$ cat src/rtl/wb_arb_pkg.sv
// Shared types and constants for the two-master Wishbone arbiter.
package wb_arb_pkg;

  typedef enum logic [1:0] {
    IDLE = 2'd0,
    OWN0 = 2'd1,
    OWN1 = 2'd2
  } arb_state_t;

  // Read data returned on a watchdog-terminated cycle; sliced to DATA_WIDTH by users.
  localparam logic [255:0] TIMEOUT_DATA = '1;

endpackage

$ cat src/rtl/wb_bus_arbiter_if.sv
// Bus bundle for wb_bus_arbiter: both upstream masters plus the shared downstream port.
// The slave modport is the arbiter's view; master is the surrounding system's view.
interface wb_bus_arbiter_if #(
  parameter int DATA_WIDTH = 32,
  parameter int ADDR_WIDTH = 32
);
  logic                  m0_cyc_i, m0_stb_i, m0_we_i;
  logic [ADDR_WIDTH-1:0] m0_addr_i;
  logic [DATA_WIDTH-1:0] m0_data_i, m0_data_o;
  logic                  m0_ack_o;

  logic                  m1_cyc_i, m1_stb_i, m1_we_i;
  logic [ADDR_WIDTH-1:0] m1_addr_i;
  logic [DATA_WIDTH-1:0] m1_data_i, m1_data_o;
  logic                  m1_ack_o;

  logic                  s_cyc_o, s_stb_o, s_we_o;
  logic [ADDR_WIDTH-1:0] s_addr_o;
  logic [DATA_WIDTH-1:0] s_data_o, s_data_i;
  logic                  s_ack_i;

  modport slave (
    input  m0_cyc_i, m0_stb_i, m0_we_i, m0_addr_i, m0_data_i,
    output m0_data_o, m0_ack_o,
    input  m1_cyc_i, m1_stb_i, m1_we_i, m1_addr_i, m1_data_i,
    output m1_data_o, m1_ack_o,
    output s_cyc_o, s_stb_o, s_we_o, s_addr_o, s_data_o,
    input  s_data_i, s_ack_i
  );

  modport master (
    output m0_cyc_i, m0_stb_i, m0_we_i, m0_addr_i, m0_data_i,
    input  m0_data_o, m0_ack_o,
    output m1_cyc_i, m1_stb_i, m1_we_i, m1_addr_i, m1_data_i,
    input  m1_data_o, m1_ack_o,
    input  s_cyc_o, s_stb_o, s_we_o, s_addr_o, s_data_o,
    output s_data_i, s_ack_i
  );
endinterface

$ cat src/rtl/wb_arb_watchdog.sv
// Stall watchdog: counts consecutive stalled strobe cycles and raises a one-cycle
// expire pulse the cycle after the count reaches TIMEOUT_CYCLES-1.
module wb_arb_watchdog #(
  parameter int TIMEOUT_CYCLES = 255
) (
  input  logic clk,
  input  logic rst_n,
  input  logic stall_i,
  output logic expire_o
);
  localparam int CW = $clog2(TIMEOUT_CYCLES + 1);
  localparam logic [CW-1:0] LIMIT = CW'(TIMEOUT_CYCLES - 1);

  logic [CW-1:0] count_q, count_d;
  logic          expire_q, expire_d;

  // Any non-stalled cycle (ack, stb low, no owner) clears the count.
  always_comb begin
    count_d  = '0;
    expire_d = 1'b0;
    if (stall_i) begin
      if (count_q == LIMIT) expire_d = 1'b1;
      else                  count_d  = count_q + 1'b1;
    end
  end

  always_ff @(posedge clk or negedge rst_n) begin
    if (!rst_n) begin
      count_q  <= '0;
      expire_q <= 1'b0;
    end else begin
      count_q  <= count_d;
      expire_q <= expire_d;
    end
  end

  assign expire_o = expire_q;
endmodule

$ cat src/rtl/wb_bus_arbiter.sv
// Two-master Wishbone arbiter, round-robin per bus cycle, no preemption.
// Optional stall watchdog enabled by defining WB_ARB_TIMEOUT_EN.
module wb_bus_arbiter
  import wb_arb_pkg::*;
#(
  parameter int DATA_WIDTH     = 32,
  parameter int ADDR_WIDTH     = 32,
  parameter int TIMEOUT_CYCLES = 255
) (
  input  logic            clk,
  input  logic            rst_n,
  wb_bus_arbiter_if.slave bus,
  output logic [1:0]      grant_o,
  output logic            timeout_o
);
  if (TIMEOUT_CYCLES < 2) begin : g_bad_timeout
    $error("wb_bus_arbiter: TIMEOUT_CYCLES must be >= 2");
  end

  arb_state_t state_q, state_d;
  logic       last_owner_q, last_owner_d;
  logic       expire;

  logic                  s_cyc, s_stb, s_we, m0_ack, m1_ack;
  logic [ADDR_WIDTH-1:0] s_addr;
  logic [DATA_WIDTH-1:0] s_data, m0_data, m1_data;

  // Ties go to the master that did not own the bus last.
  always_comb begin
    state_d      = state_q;
    last_owner_d = last_owner_q;
    unique case (state_q)
      IDLE: begin
        if (bus.m0_cyc_i && bus.m1_cyc_i) begin
          state_d      = last_owner_q ? OWN0 : OWN1;
          last_owner_d = ~last_owner_q;
        end else if (bus.m0_cyc_i) begin
          state_d      = OWN0;
          last_owner_d = 1'b0;
        end else if (bus.m1_cyc_i) begin
          state_d      = OWN1;
          last_owner_d = 1'b1;
        end
      end
      OWN0:    if (!bus.m0_cyc_i) state_d = IDLE;
      OWN1:    if (!bus.m1_cyc_i) state_d = IDLE;
      default: state_d = IDLE;
    endcase
  end

  always_ff @(posedge clk or negedge rst_n) begin
    if (!rst_n) begin
      state_q      <= IDLE;
      last_owner_q <= 1'b1;
    end else begin
      state_q      <= state_d;
      last_owner_q <= last_owner_d;
    end
  end

  // Muxes decode the registered state only, so async reset drops them immediately.
  always_comb begin
    grant_o = 2'b00;
    s_cyc   = 1'b0;
    s_stb   = 1'b0;
    s_we    = 1'b0;
    s_addr  = '0;
    s_data  = '0;
    m0_ack  = 1'b0;
    m0_data = '0;
    m1_ack  = 1'b0;
    m1_data = '0;
    unique case (state_q)
      OWN0: begin
        grant_o = 2'b01;
        s_cyc   = bus.m0_cyc_i;
        s_stb   = bus.m0_stb_i & ~expire;
        s_we    = bus.m0_we_i;
        s_addr  = bus.m0_addr_i;
        s_data  = bus.m0_data_i;
        m0_ack  = bus.s_ack_i | expire;
        m0_data = expire ? TIMEOUT_DATA[DATA_WIDTH-1:0] : bus.s_data_i;
      end
      OWN1: begin
        grant_o = 2'b10;
        s_cyc   = bus.m1_cyc_i;
        s_stb   = bus.m1_stb_i & ~expire;
        s_we    = bus.m1_we_i;
        s_addr  = bus.m1_addr_i;
        s_data  = bus.m1_data_i;
        m1_ack  = bus.s_ack_i | expire;
        m1_data = expire ? TIMEOUT_DATA[DATA_WIDTH-1:0] : bus.s_data_i;
      end
      default: ;
    endcase
  end

`ifdef WB_ARB_TIMEOUT_EN
  wb_arb_watchdog #(.TIMEOUT_CYCLES(TIMEOUT_CYCLES)) u_watchdog (
    .clk      (clk),
    .rst_n    (rst_n),
    .stall_i  ((state_q != IDLE) & s_stb & ~bus.s_ack_i),
    .expire_o (expire)
  );
  assign timeout_o = expire & (state_q != IDLE);
`else
  assign expire    = 1'b0;
  assign timeout_o = 1'b0;
`endif

  assign bus.s_cyc_o   = s_cyc;
  assign bus.s_stb_o   = s_stb;
  assign bus.s_we_o    = s_we;
  assign bus.s_addr_o  = s_addr;
  assign bus.s_data_o  = s_data;
  assign bus.m0_ack_o  = m0_ack;
  assign bus.m0_data_o = m0_data;
  assign bus.m1_ack_o  = m1_ack;
  assign bus.m1_data_o = m1_data;
endmodule

$ cat src/flat_wrapper.sv
// flat-port wrapper written by rule: the top's interface ports become plain ports
module wb_bus_arbiter_flat import wb_arb_pkg::*;
#(
  parameter int DATA_WIDTH     = 32,
  parameter int ADDR_WIDTH     = 32,
  parameter int TIMEOUT_CYCLES = 255
)
  (clk, rst_n, grant_o, timeout_o, bus_m0_cyc_i, bus_m0_stb_i, bus_m0_we_i, bus_m0_addr_i, bus_m0_data_i, bus_m0_data_o, bus_m0_ack_o, bus_m1_cyc_i, bus_m1_stb_i, bus_m1_we_i, bus_m1_addr_i, bus_m1_data_i, bus_m1_data_o, bus_m1_ack_o, bus_s_cyc_o, bus_s_stb_o, bus_s_we_o, bus_s_addr_o, bus_s_data_o, bus_s_data_i, bus_s_ack_i);
  wb_bus_arbiter_if #(.DATA_WIDTH(DATA_WIDTH), .ADDR_WIDTH(ADDR_WIDTH)) bus_i ();
  input  logic clk;
  input  logic rst_n;
  output logic [1:0] grant_o;
  output logic timeout_o;
  input wire logic [$bits(bus_i.m0_cyc_i)-1:0] bus_m0_cyc_i;
  input wire logic [$bits(bus_i.m0_stb_i)-1:0] bus_m0_stb_i;
  input wire logic [$bits(bus_i.m0_we_i)-1:0] bus_m0_we_i;
  input wire logic [$bits(bus_i.m0_addr_i)-1:0] bus_m0_addr_i;
  input wire logic [$bits(bus_i.m0_data_i)-1:0] bus_m0_data_i;
  output wire logic [$bits(bus_i.m0_data_o)-1:0] bus_m0_data_o;
  output wire logic [$bits(bus_i.m0_ack_o)-1:0] bus_m0_ack_o;
  input wire logic [$bits(bus_i.m1_cyc_i)-1:0] bus_m1_cyc_i;
  input wire logic [$bits(bus_i.m1_stb_i)-1:0] bus_m1_stb_i;
  input wire logic [$bits(bus_i.m1_we_i)-1:0] bus_m1_we_i;
  input wire logic [$bits(bus_i.m1_addr_i)-1:0] bus_m1_addr_i;
  input wire logic [$bits(bus_i.m1_data_i)-1:0] bus_m1_data_i;
  output wire logic [$bits(bus_i.m1_data_o)-1:0] bus_m1_data_o;
  output wire logic [$bits(bus_i.m1_ack_o)-1:0] bus_m1_ack_o;
  output wire logic [$bits(bus_i.s_cyc_o)-1:0] bus_s_cyc_o;
  output wire logic [$bits(bus_i.s_stb_o)-1:0] bus_s_stb_o;
  output wire logic [$bits(bus_i.s_we_o)-1:0] bus_s_we_o;
  output wire logic [$bits(bus_i.s_addr_o)-1:0] bus_s_addr_o;
  output wire logic [$bits(bus_i.s_data_o)-1:0] bus_s_data_o;
  input wire logic [$bits(bus_i.s_data_i)-1:0] bus_s_data_i;
  input wire logic [$bits(bus_i.s_ack_i)-1:0] bus_s_ack_i;
  assign bus_i.m0_cyc_i = bus_m0_cyc_i;
  assign bus_i.m0_stb_i = bus_m0_stb_i;
  assign bus_i.m0_we_i = bus_m0_we_i;
  assign bus_i.m0_addr_i = bus_m0_addr_i;
  assign bus_i.m0_data_i = bus_m0_data_i;
  assign bus_m0_data_o = bus_i.m0_data_o;
  assign bus_m0_ack_o = bus_i.m0_ack_o;
  assign bus_i.m1_cyc_i = bus_m1_cyc_i;
  assign bus_i.m1_stb_i = bus_m1_stb_i;
  assign bus_i.m1_we_i = bus_m1_we_i;
  assign bus_i.m1_addr_i = bus_m1_addr_i;
  assign bus_i.m1_data_i = bus_m1_data_i;
  assign bus_m1_data_o = bus_i.m1_data_o;
  assign bus_m1_ack_o = bus_i.m1_ack_o;
  assign bus_s_cyc_o = bus_i.s_cyc_o;
  assign bus_s_stb_o = bus_i.s_stb_o;
  assign bus_s_we_o = bus_i.s_we_o;
  assign bus_s_addr_o = bus_i.s_addr_o;
  assign bus_s_data_o = bus_i.s_data_o;
  assign bus_i.s_data_i = bus_s_data_i;
  assign bus_i.s_ack_i = bus_s_ack_i;
  wb_bus_arbiter #(.DATA_WIDTH(DATA_WIDTH), .ADDR_WIDTH(ADDR_WIDTH), .TIMEOUT_CYCLES(TIMEOUT_CYCLES)) u_core (.clk(clk), .rst_n(rst_n), .bus(bus_i), .grant_o(grant_o), .timeout_o(timeout_o));
endmodule
$ cat config.mk
export PLATFORM = sky130hd
export DESIGN_NAME = wb_bus_arbiter_flat
export DESIGN_NICKNAME = d
export VERILOG_FILES = /design/src/rtl/wb_arb_pkg.sv /design/src/rtl/wb_bus_arbiter_if.sv /design/src/rtl/wb_arb_watchdog.sv /design/src/rtl/wb_bus_arbiter.sv /design/src/flat_wrapper.sv
export SDC_FILE = /design/constraint.sdc
export NUM_CORES = 1
export LEC_CHECK = 0
export CELL_PAD_IN_SITES_DETAIL_PLACEMENT = 0
export CELL_PAD_IN_SITES_GLOBAL_PLACEMENT = 2
export CORE_MARGIN = 2
export CORE_UTILIZATION = 10
export DETAILED_ROUTE_END_ITERATION = 12
export GPL_TIMING_DRIVEN = 0
export PLACE_DENSITY = 0.95
export SYNTH_ARGS = -nofsm -noshare
export SYNTH_HDL_FRONTEND = slang
export SYNTH_HIERARCHICAL = 1
export SYNTH_SLANG_ARGS = --single-unit
$ cat constraint.sdc
create_clock -name clk -period 1.34 [get_ports clk]
set_input_delay 0.201 -clock clk [delete_from_list [all_inputs] [get_ports clk]]
set_output_delay 0.201 -clock clk [all_outputs]
set_load 0.03 [all_outputs]
Word-level counts from Yosys, hierarchy flattened. Index checks and enable logic that the tools add are counted.

Output and inout port bits: 136. Register bits: 3.

Equality and inequality tests: 5. Bitwise gates (word level): 1. Reduce and logical (&&, ||, !) cells: 5. Mux-type cells: 20.

Operator list (count): $pmux W32 S2 (2); $mux W32 (2); $mux W2 (6); $pmux W1 S2 (3); $pmux W2 S3 (1); $mux W1 (5); $ne A2 B2 Y1 const B (2); $ne A4 B3 Y1 const B (1); $pmux W2 S2 (1); $reduce_and A3 Y1 (1); $reduce_bool A3 Y1 (1); $eq A2 B1 Y1 const B (1); $eq A2 B2 Y1 const B (1); $logic_not A2 Y1 (1); $reduce_and A2 Y1 (1); $logic_and A1 B1 Y1 (1); $not A1 Y1 (1).

Depth between registers and ports, before layout. Gate-level depths: netlist (run 1).

Word-level depth: 4. Mapped depth: 6. Depth with buffers taken out: 5.

Worst setup path before layout (run 1). No wires, ideal clock.

Path kind: register to output. Start point: register u_core.state_q[0]. End point: output bus_s_addr_o[0]. Slack: -405 ps. Cell stages (with the launch flop): 6. Arrival time: 1544 ps. Cells stage by stage: dfrtp_1 > inv_1 > ha_1 > buf_2 > buf_2 > nor2b_1.

Longest elaborated chain between the ends: 2. Elaborated cells between the ends (all ways): 3.

RTL lines: from (decl) (line wb_bus_arbiter.sv:20) `arb_state_t state_q, state_d;`; from (signal assigned) (line wb_bus_arbiter.sv:56) `state_q <= state_d;`; $eq A2 B2 Y1 / $eq A2 B1 Y1 (equally long branches) (line wb_bus_arbiter.sv:73) `unique case (state_q)`; $pmux W32 S2 * (line wb_bus_arbiter.sv:73); to (decl) (line flat_wrapper.sv:31) `output wire logic [$bits(bus_i.s_addr_o)-1:0] bus_s_addr_o;`.

Mark *: on every way between the ends. The rest lies on a longest branch, timed or not.

Worst setup path in the final report (run 1).
Start point: register u_core.state_q[1]. End point: output bus_s_addr_o[30].

Same word-level chain as after synthesis.

==> results of run 1 <==
[cells by family (layout without fill, tap and decap cells)]
family,after synthesis,in the layout
AO/OA/AOI/OAI,73,73
adder cells (fa/ha/maj),5,5
buffers and inverters,33,367
flip-flops,3,3
other,1,1
AND/OR/NAND/NOR,136,136
[final cells by class]
cell class,count,share of cell area [%]
clock buffers,4,1.14
inverters,3,0.199
repair buffers,332,50.9
plain buffers,28,6.56
flip-flops and latches,3,1.12
multi-input cells,215,36.0
well taps,225,4.07
[placed cells by master (no fill, tap or decap), drive strengths merged]
cell type,synthesis,final
ha,5,5
conb,1,1
o221ai,1,1
o2111ai,1,1
and2,66,66
buf,25,180
o21a,1,1
a21oi,1,1
clkdlybuf4s50,0,168
nand4b,1,1
nand3,1,1
a22oi,67,67
nor2b,67,67
o211ai,1,1
dfstp,1,1
a31oi,1,1
dfrtp,2,2
inv,3,3
nand2b,1,1
clkbuf,5,16
[state kept, by name, indices dropped and copies added (netlist names)]
name and flops:
u_core/state_q 2, u_core/last_owner_q 1
[worst max-delay path by stage]
stage | start | end | depth (start not counted)
2_1_floorplan | u_core/state_q[1] | bus_s_addr_o[10] | 6
6_report | u_core/state_q[1] | bus_s_addr_o[30] | 7
5_1_grt | u_core/state_q[1] | bus_s_stb_o | 7
3_5_place_dp | u_core/state_q[1] | bus_s_stb_o | 7
4_1_cts | u_core/state_q[1] | bus_m0_data_o[0] | 6
3_3_place_gp | u_core/state_q[1] | bus_s_stb_o | 7
[per-stage QoR]
| stage | setup slack (ns) | instances |
|---|---|---|
| global placement | -1.01 | 779 |
| CTS | -0.594 | 789 |
| detailed placement | -1.01 | 779 |
| finish | -0.518 | 810 |
| global route | -0.567 | 810 |
| floorplan | -0.141 | 251 |
[metal layers]
layer,vias up,part of all wire [%]
li1,1548,-
met3,12,9.1
met4,0,1.2
met5,-,0
met2,197,56
met1,1539,34
[worst max-delay path: cells and delay by family (launching register included)]
kind | cells | cell delay (ns)
AO/OA/AOI/OAI | 1 | 0.22
adder cells (fa/ha/maj) | 1 | 0.17
buffers and inverters | 4 | 0.57
flip-flops | 1 | 0.39
AND/OR/NAND/NOR | 1 | 0.06
[timing repair]
item	in CTS	in global routing
setup endpoints to repair	137	137
setup buffers	6	14
resized for setup	821	289
pin swaps	2	19
cloned	0	9
hold endpoints to repair	0	0
[report_power, final]
group          switching (uW)  total, uW  internal, uW
clock network            84.0        477           393
registers                55.9        203           147
logic                    6270      13500          7220
==> impl_metrics.tcl, run 1 <==
set metrics [dict create \
    cts_made_buffers 3 \
    initial_core_util_pct 10.2 \
    antenna_left 0 \
    synth_edf_count 0 \
    hold_buffers 0 \
    clockRootBuffer "clkbuf_16" \
    post-route-min-period_ns 1.86 \
    synth_fp_nets 425 \
    yosysMostFrequentCell "nor2b_1" \
    cts.sinks 3 \
    rows 48 \
    synth_compound_area_share_pct 32.4 \
    cap_violations 0 \
    synthSimpleGateAreaFrac_pct 48.6 \
    drive_above_1_share_pct 68.7 \
    synth-xor-area-share_pct 0 \
    crit_top_cell "buf_6" \
    die_w_um 136 \
    wl_per_cell_um 16.9 \
    netlist.area_leader.share_pct 28.3 \
    ios 305 \
    setup_viol 136 \
    max_freq_ghz 0.538 \
    path_clk_slew_ns 0.03 \
    core_area_um2 17200 \
    area_growth_pct 295 \
    grt_pass1_wl_um 17700 \
    worst_hold_slack_ns 0.165 \
    n_fill_cell 1620 \
    reg2reg_depth 8 \
    multi_input_area_um2 2490 \
    leakagePower_uw 0.00281 \
    gp_congestion 0.733 \
    r2r_start "u_core/state_q[0]" \
    r2r_end "u_core/state_q[0]" \
    syn_inst 251 \
    design_area_um2 6930 \
    synth-main-ff-cell "dfrtp_1" \
    cp-end-kind "output port" \
    syn_area_um2 1750 \
    cp_max_fo 7 \
    met2_usage_pct 25.0 \
    grt.busiest_layer "met2" \
    powerDensity_nw_per_um2 2050 \
    r2r_slack_ns -0.39 \
    vias 3296 \
    postSynth.asyncResetShare_pct 100 \
    place_area_um2 5800 \
    min_period_over_period_pct 139 \
    io_buffers 303 \
    clk-insertion-delay-late_ns 0.22 \
    violations "negative setup slack" \
    path_class "flip-flop to output port" \
    synth_seq_area_share_pct 4.36 \
    skew_ns 0.00133 \
    cts_tree "yes" \
    critPathRequiredTime_ns 1.14 \
    arrival_ns 1.66 \
    die_h_um 136 \
    htree_levels 1 \
    cp_cell_sequence "buf_6, ha_4, buf_12, clkbuf_16, a22oi_2, nor2b_4, buf_6" \
    grt_pass1_vias 3391 \
    synth-seq-cells 3 \
    hold_viol_final 0 \
    use_met1_pct 12.2 \
    met3_usage_pct 2.95 \
    dp_hpwl_um 10200 \
    drc 0 \
    diodes 0 \
    nets 760 \
    fin_util_pct 40.2 \
    setup_tns_ns -59.82 \
    dieArea_um2 18600 \
    synth_cell_type_count 22 \
    status "finished with violations" \
    ys_top_cells_by_area "a22oi_1, nor2b_1, and2_1" \
    drt_iter0_drc 36 \
    drt_wl_total_um 13700 \
    synth_top_family_by_area "simple AND/OR/NAND/NOR gates" \
    synth_top_area_cell "a22oi_1" \
    critPathMaxStageDelay_ns 0.39 \
    start_kind "flip-flop" \
    antenna_found_initial 0 \
    ys.warnings.count 6 \
    total_power_uw 14200 \
    dr.pass1.iters 4 \
    grt_usage_pct 12.1 \
    hp-class "primary input to asynchronous set/reset pin" \
    seqCellArea_um2 77.6 \
    rsz0062_at_grt "yes" \
    overflow 0 \
    cts.path.max_buffers 2 \
    synthTopCellsByCount "nor2b_1, a22oi_1, and2_1" \
    drv_slew 0 \
    routed_via_density 4.07 \
    syn_area_per_cell_um2 6.98 \
    synth_mux_area_share_pct 0 \
    synthAdderAreaFrac_pct 3.57 \
    layout_setup_ws_ns -0.518 \
    cpMaxStageDelayCell "dfrtp_1" \
    max-vdd-ir-drop_v 0.000894 \
    grt_max_degree 11 \
]
(Power assumes the default switching activity.)
==> run 2: changes to the inputs <==
--- a/config.mk
+++ b/config.mk
@@ -12,6 +12,7 @@
 export DETAILED_ROUTE_END_ITERATION = 12
 export GPL_TIMING_DRIVEN = 0
 export PLACE_DENSITY = 0.95
+export REMOVE_ABC_BUFFERS = 1
 export SYNTH_ARGS = -nofsm -noshare
 export SYNTH_HDL_FRONTEND = slang
 export SYNTH_HIERARCHICAL = 1
==> constraint.sdc (replaced) <==
create_clock -name clk -period 1.5 [get_ports clk]
set_input_delay 0.225 -clock clk [delete_from_list [all_inputs] [get_ports clk]]
set_output_delay 0.225 -clock clk [all_outputs]
set_load 0.03 [all_outputs]
==> impl_metrics.tcl, run 2 (synthesized netlist as in run 1, its figures left out) <==
set metrics [dict create \
    status "finished with violations" \
    critPathMaxStageDelay_ns 0.44 \
    routed_via_density 4.01 \
    htree_levels 1 \
    cpMaxStageDelayCell "dfrtp_2" \
    skew_ns 0.000860 \
    top_regs "u_core/state_q: 2 flops, u_core/last_owner_q: 1 flops" \
    largest_reg_flops 2 \
    hold_buffers 0 \
    area_growth_pct 229 \
    die_w_um 136 \
    arrival_ns 1.68 \
    critPathRequiredTime_ns 1.27 \
    start_kind "flip-flop" \
    dieArea_um2 18600 \
    antenna_found_initial 2 \
    layout_commonest_cell "clkdlybuf4s50_1" \
    io_buffers 303 \
    core_area_um2 17200 \
    drt_iter0_drc 79 \
    initial_core_util_pct 10.2 \
    powerDensity_nw_per_um2 1800 \
    design_area_um2 5760 \
    setup_viol 133 \
    ios 305 \
    r2r_start "u_core/state_q[0]" \
    drive_above_1_share_pct 41.4 \
    fin_util_pct 33.4 \
    dr.pass1.iters 4 \
    place_area_um2 4970 \
    cts.path.max_buffers 2 \
    crit_start "u_core/state_q[1]" \
    cap_violations 0 \
    post-route-min-period_ns 1.91 \
    dp_hpwl_um 8400 \
    diodes 0 \
    crit_buf_inv 4 \
    layout_setup_ws_ns -0.408 \
    detailedPlace.worstSlack_ns -1.29 \
    cts_tree "yes" \
    final_cell_mix "clkdlybuf4s50_1, buf_4, buf_6" \
    max_freq_ghz 0.524 \
    rsz0062_at_grt "yes" \
    grt_pass1_wl_um 17900 \
    hold_viol_final 0 \
    clockRootBuffer "clkbuf_16" \
    vias 3183 \
    die_h_um 136 \
    grt_max_degree 30 \
    path_class "flip-flop to output port" \
    clk-insertion-delay-late_ns 0.23 \
    violations "negative setup slack" \
    cp_cell_sequence "inv_4, ha_4, buf_12, clkbuf_16, a22oi_1, nor2b_1, buf_4" \
    cp_max_fo 6 \
    max-vdd-ir-drop_v 0.000670 \
    drv_slew 0 \
    dp_cells 752 \
    hp-class "primary input to asynchronous set/reset pin" \
    cts_made_buffers 3 \
    nets 743 \
    gp_congestion 0.740 \
    regMostFlops "u_core/state_q" \
    drt_wl_total_um 14400 \
    min_period_over_period_pct 127 \
    drc 0 \
    n_fill_cell 1830 \
    leakagePower_uw 0.00234 \
    overflow 0 \
    wl_per_cell_um 18.2 \
    final_cells 793 \
    path_delay_family "buffers and inverters" \
    grt_pass1_vias 3101 \
    path_clk_slew_ns 0.03 \
    worst_hold_slack_ns 0.187 \
    cp-end-kind "output port" \
    antenna_left 0 \
    cts.sinks 3 \
    grt_usage_pct 12.7 \
    rows 48 \
]
## run 2: changes by cell type in the layout (fill, tap and decap cells not counted), sizes merged
| cell | previous run | this run |
|---|---|---|
| clkbuf | 16 | 17 |
| buf | 180 | 162 |
## run 2: worst paths after layout
check | end | slack, ns | cells past startpoint
setup / recovery | bus_s_data_o[6] | -0.41 | 7
hold / removal | u_core/state_q[0] | 0.19 | 1
setup reg to reg | u_core/state_q[1] | 0.02 | 7
hold reg to reg | u_core/last_owner_q | 0.54 | 2
max in group asynchronous | u_core/last_owner_q | 1.09 | 1
min in group clk | u_core/last_owner_q | 0.54 | 2
## run 2: metal layers
metal  wire length (um)  vias to the layer above  track usage (%)
met2               7680                      193             24.7
met5                  0                        -                0
li1                   -                     1513                -
met4                133                        0             2.03
met3               1230                        8             2.91
met1               5400                     1469             14.0
## run 2: final cells by class
type	count	area [um^2]	area share, %
inverter	3	16.3	0.282
timing repair buffer	343	3570	61.9
clock buffer	4	78.8	1.37
tap	225	282	4.88
multi-input combinational	215	1740	30.1
sequential	3	78.8	1.37
## run 2: power breakdown
part           switching, uW  internal [uW]
Sequential              54.4            133
Combinational           5100           4670
Clock                   78.8            351
## run 2: per-stage QoR
stage	setup TNS, ns	power, uW
final	-40.82	10400
after detailed placement	-140.03	7470
after global placement	-424.16	5440
after global routing	-50.60	10900
after CTS	-41.92	9210
after floorplan	-198.39	4310
## run 2: timing repair
| item | in CTS | in global routing |
|---|---|---|
| endpoints found under the setup margin | 137 | 135 |
| resized for setup | 818 | 148 |
| gates cloned | 5 | 9 |
| setup buffers | 19 | 6 |
| pin swaps | 3 | 7 |
## run 2: worst register-to-register path, cell delays in order, from the launching register on
cell and delay [ns]:
dfrtp_2 0.40, inv_4 0.07, ha_4 0.20, buf_12 0.15, buf_16 0.15, buf_12 0.13
o21a_1 0.16, o221ai_2 0.13
==> run 3: changes to the inputs <==
--- a/config.mk
+++ b/config.mk
@@ -11,6 +11,8 @@
 export CORE_UTILIZATION = 10
 export DETAILED_ROUTE_END_ITERATION = 12
 export GPL_TIMING_DRIVEN = 0
+export HOLD_SLACK_MARGIN = 0.03
+export MAX_ROUTING_LAYER = met4
 export PLACE_DENSITY = 0.95
 export REMOVE_ABC_BUFFERS = 1
 export SYNTH_ARGS = -nofsm -noshare
==> impl_metrics.tcl, run 3 (synthesized netlist as in run 1, its figures left out) <==
set metrics [dict create \
    status "finished with violations" \
    violations "negative setup slack" \
    antenna_left 0 \
    nets 743 \
    r2r_slack_ns 0.01 \
    clk-insertion-delay-late_ns 0.23 \
    path_delay_family "buffers and inverters" \
    regMostFlops "u_core/state_q" \
    htree_levels 1 \
    wl_per_cell_um 18.2 \
    area_growth_pct 229 \
    grt_pass1_vias 3098 \
    max-vdd-ir-drop_v 0.000678 \
    total_power_uw 10400 \
    grt_max_degree 30 \
    hp-class "primary input to asynchronous set/reset pin" \
    arrival_ns 1.68 \
    gp_congestion 0.749 \
    powerDensity_nw_per_um2 1800 \
    drive_above_1_share_pct 41.4 \
    largest_reg_flops 2 \
    grt_usage_pct 13.1 \
    dieArea_um2 18600 \
    path_clk_slew_ns 0.03 \
    routed_via_density 4.00 \
    final_cell_mix "clkdlybuf4s50_1, buf_4, buf_6" \
    antenna_found_initial 2 \
    hold_viol_final 0 \
    top_regs "u_core/state_q: 2 flops, u_core/last_owner_q: 1 flops" \
    clockRootBuffer "clkbuf_16" \
    ios 305 \
    dr.pass1.iters 4 \
    leakagePower_uw 0.00234 \
    dp_hpwl_um 8400 \
    cap_violations 0 \
    post-route-min-period_ns 1.91 \
    cp_cell_sequence "inv_4, ha_4, buf_12, clkbuf_16, a22oi_1, nor2b_1, buf_4" \
    r2r_start "u_core/state_q[0]" \
    core_area_um2 17200 \
    drt_wl_total_um 14500 \
    cts_made_buffers 3 \
    cts.sinks 3 \
    start_kind "flip-flop" \
    grt_pass1_wl_um 17900 \
    critPathRequiredTime_ns 1.27 \
    cts_tree "yes" \
    drc 0 \
    initial_core_util_pct 10.2 \
    cp-end-kind "output port" \
    drv_slew 0 \
    reg2reg_depth 7 \
    vias 3177 \
    rows 48 \
    cts.path.max_buffers 2 \
    setup_viol 133 \
    die_h_um 136 \
    path_class "flip-flop to output port" \
    skew_ns 0.00180 \
    cp_max_fo 6 \
    hold_buffers 0 \
    overflow 0 \
    max_freq_ghz 0.524 \
    crit_buf_inv 4 \
    min_period_over_period_pct 127 \
    n_fill_cell 1829 \
    die_w_um 136 \
    cpMaxStageDelayCell "dfrtp_2" \
    r2r_end "u_core/state_q[1]" \
    layout_commonest_cell "clkdlybuf4s50_1" \
    io_buffers 303 \
    critPathMaxStageDelay_ns 0.44 \
    setup_tns_ns -40.93 \
    drt_iter0_drc 65 \
    layout_setup_ws_ns -0.409 \
    rsz0062_at_grt "yes" \
]
run 3: worst max-delay path by stage:
stage                       from               end  slack, ns  cells after the start
2_1_floorplan  u_core/state_q[1]   bus_s_addr_o[0]      -1.63                      4
3_3_place_gp   u_core/state_q[1]   bus_s_addr_o[0]      -3.57                      5
3_5_place_dp   u_core/state_q[0]  bus_s_addr_o[16]      -1.29                      6
4_1_cts        u_core/state_q[1]  bus_s_data_o[14]      -0.39                      7
5_1_grt        u_core/state_q[1]   bus_s_data_o[6]      -0.47                      7
6_report       u_core/state_q[1]   bus_s_data_o[6]      -0.41                      7
run 3: report_power, final:
group          switching, uW  internal [uW]  total (uW)  leakage [uW]
logic                   5100           4670        9770       0.00227
registers               56.1            133         189     0.0000335
clock network           74.6            351         425     0.0000382
total                   5230           5160       10400       0.00234
run 3: area by class of cell:
class	count	area, um^2	share of cell area [%]
flip-flops and latches	3	78.8	1.37
multi-input cells	215	1740	30.1
clock buffers	4	78.8	1.37
inverters	3	16.3	0.282
diodes	1	2.50	0.0434
repair buffers	343	3570	61.9
well taps	225	282	4.88
run 3: layer usage:
| layer | GRT usage (%) | part of all wire [%] | up-vias |
|---|---|---|---|
| met5 | - | 0 | - |
| met2 | 24.8 | 54 | 190 |
| met4 | 1.79 | 0.44 | 0 |
| li1 | - | - | 1511 |
| met3 | 2.35 | 7.6 | 4 |
| met1 | 14.5 | 38 | 1472 |
run 3: through the flow:
stage / setup WS, ns / cells / util [%] / hold WS (ns) / instance area, um^2
2_1_floorplan: -1.63 / 221 / - / -0.0706 / 1570
3_3_place_gp: -3.57 / 749 / 28.4 / 0.419 / 4890
3_5_place_dp: -1.29 / 752 / 28.9 / 0.426 / 4970
4_1_cts: -0.392 / 780 / 30.6 / 0.194 / 5280
5_1_grt: -0.467 / 794 / 33.5 / 0.199 / 5770
6_report: -0.409 / 794 / 33.5 / 0.190 / 5770
run 3: worst register-to-register path: cells and delay by family (launching register included):
kind / cells / cell delay, ns
compound gates: 2 / 0.29
buf+inv: 4 / 0.50
fa+ha+maj: 1 / 0.20
flops: 1 / 0.40
run 3: repair_timing:
item / in CTS / in global routing
buffers inserted: 19 / 6
resized for setup: 818 / 148
gates cloned: 5 / 9
endpoints found under the setup margin: 137 / 136
pin swaps: 3 / 7
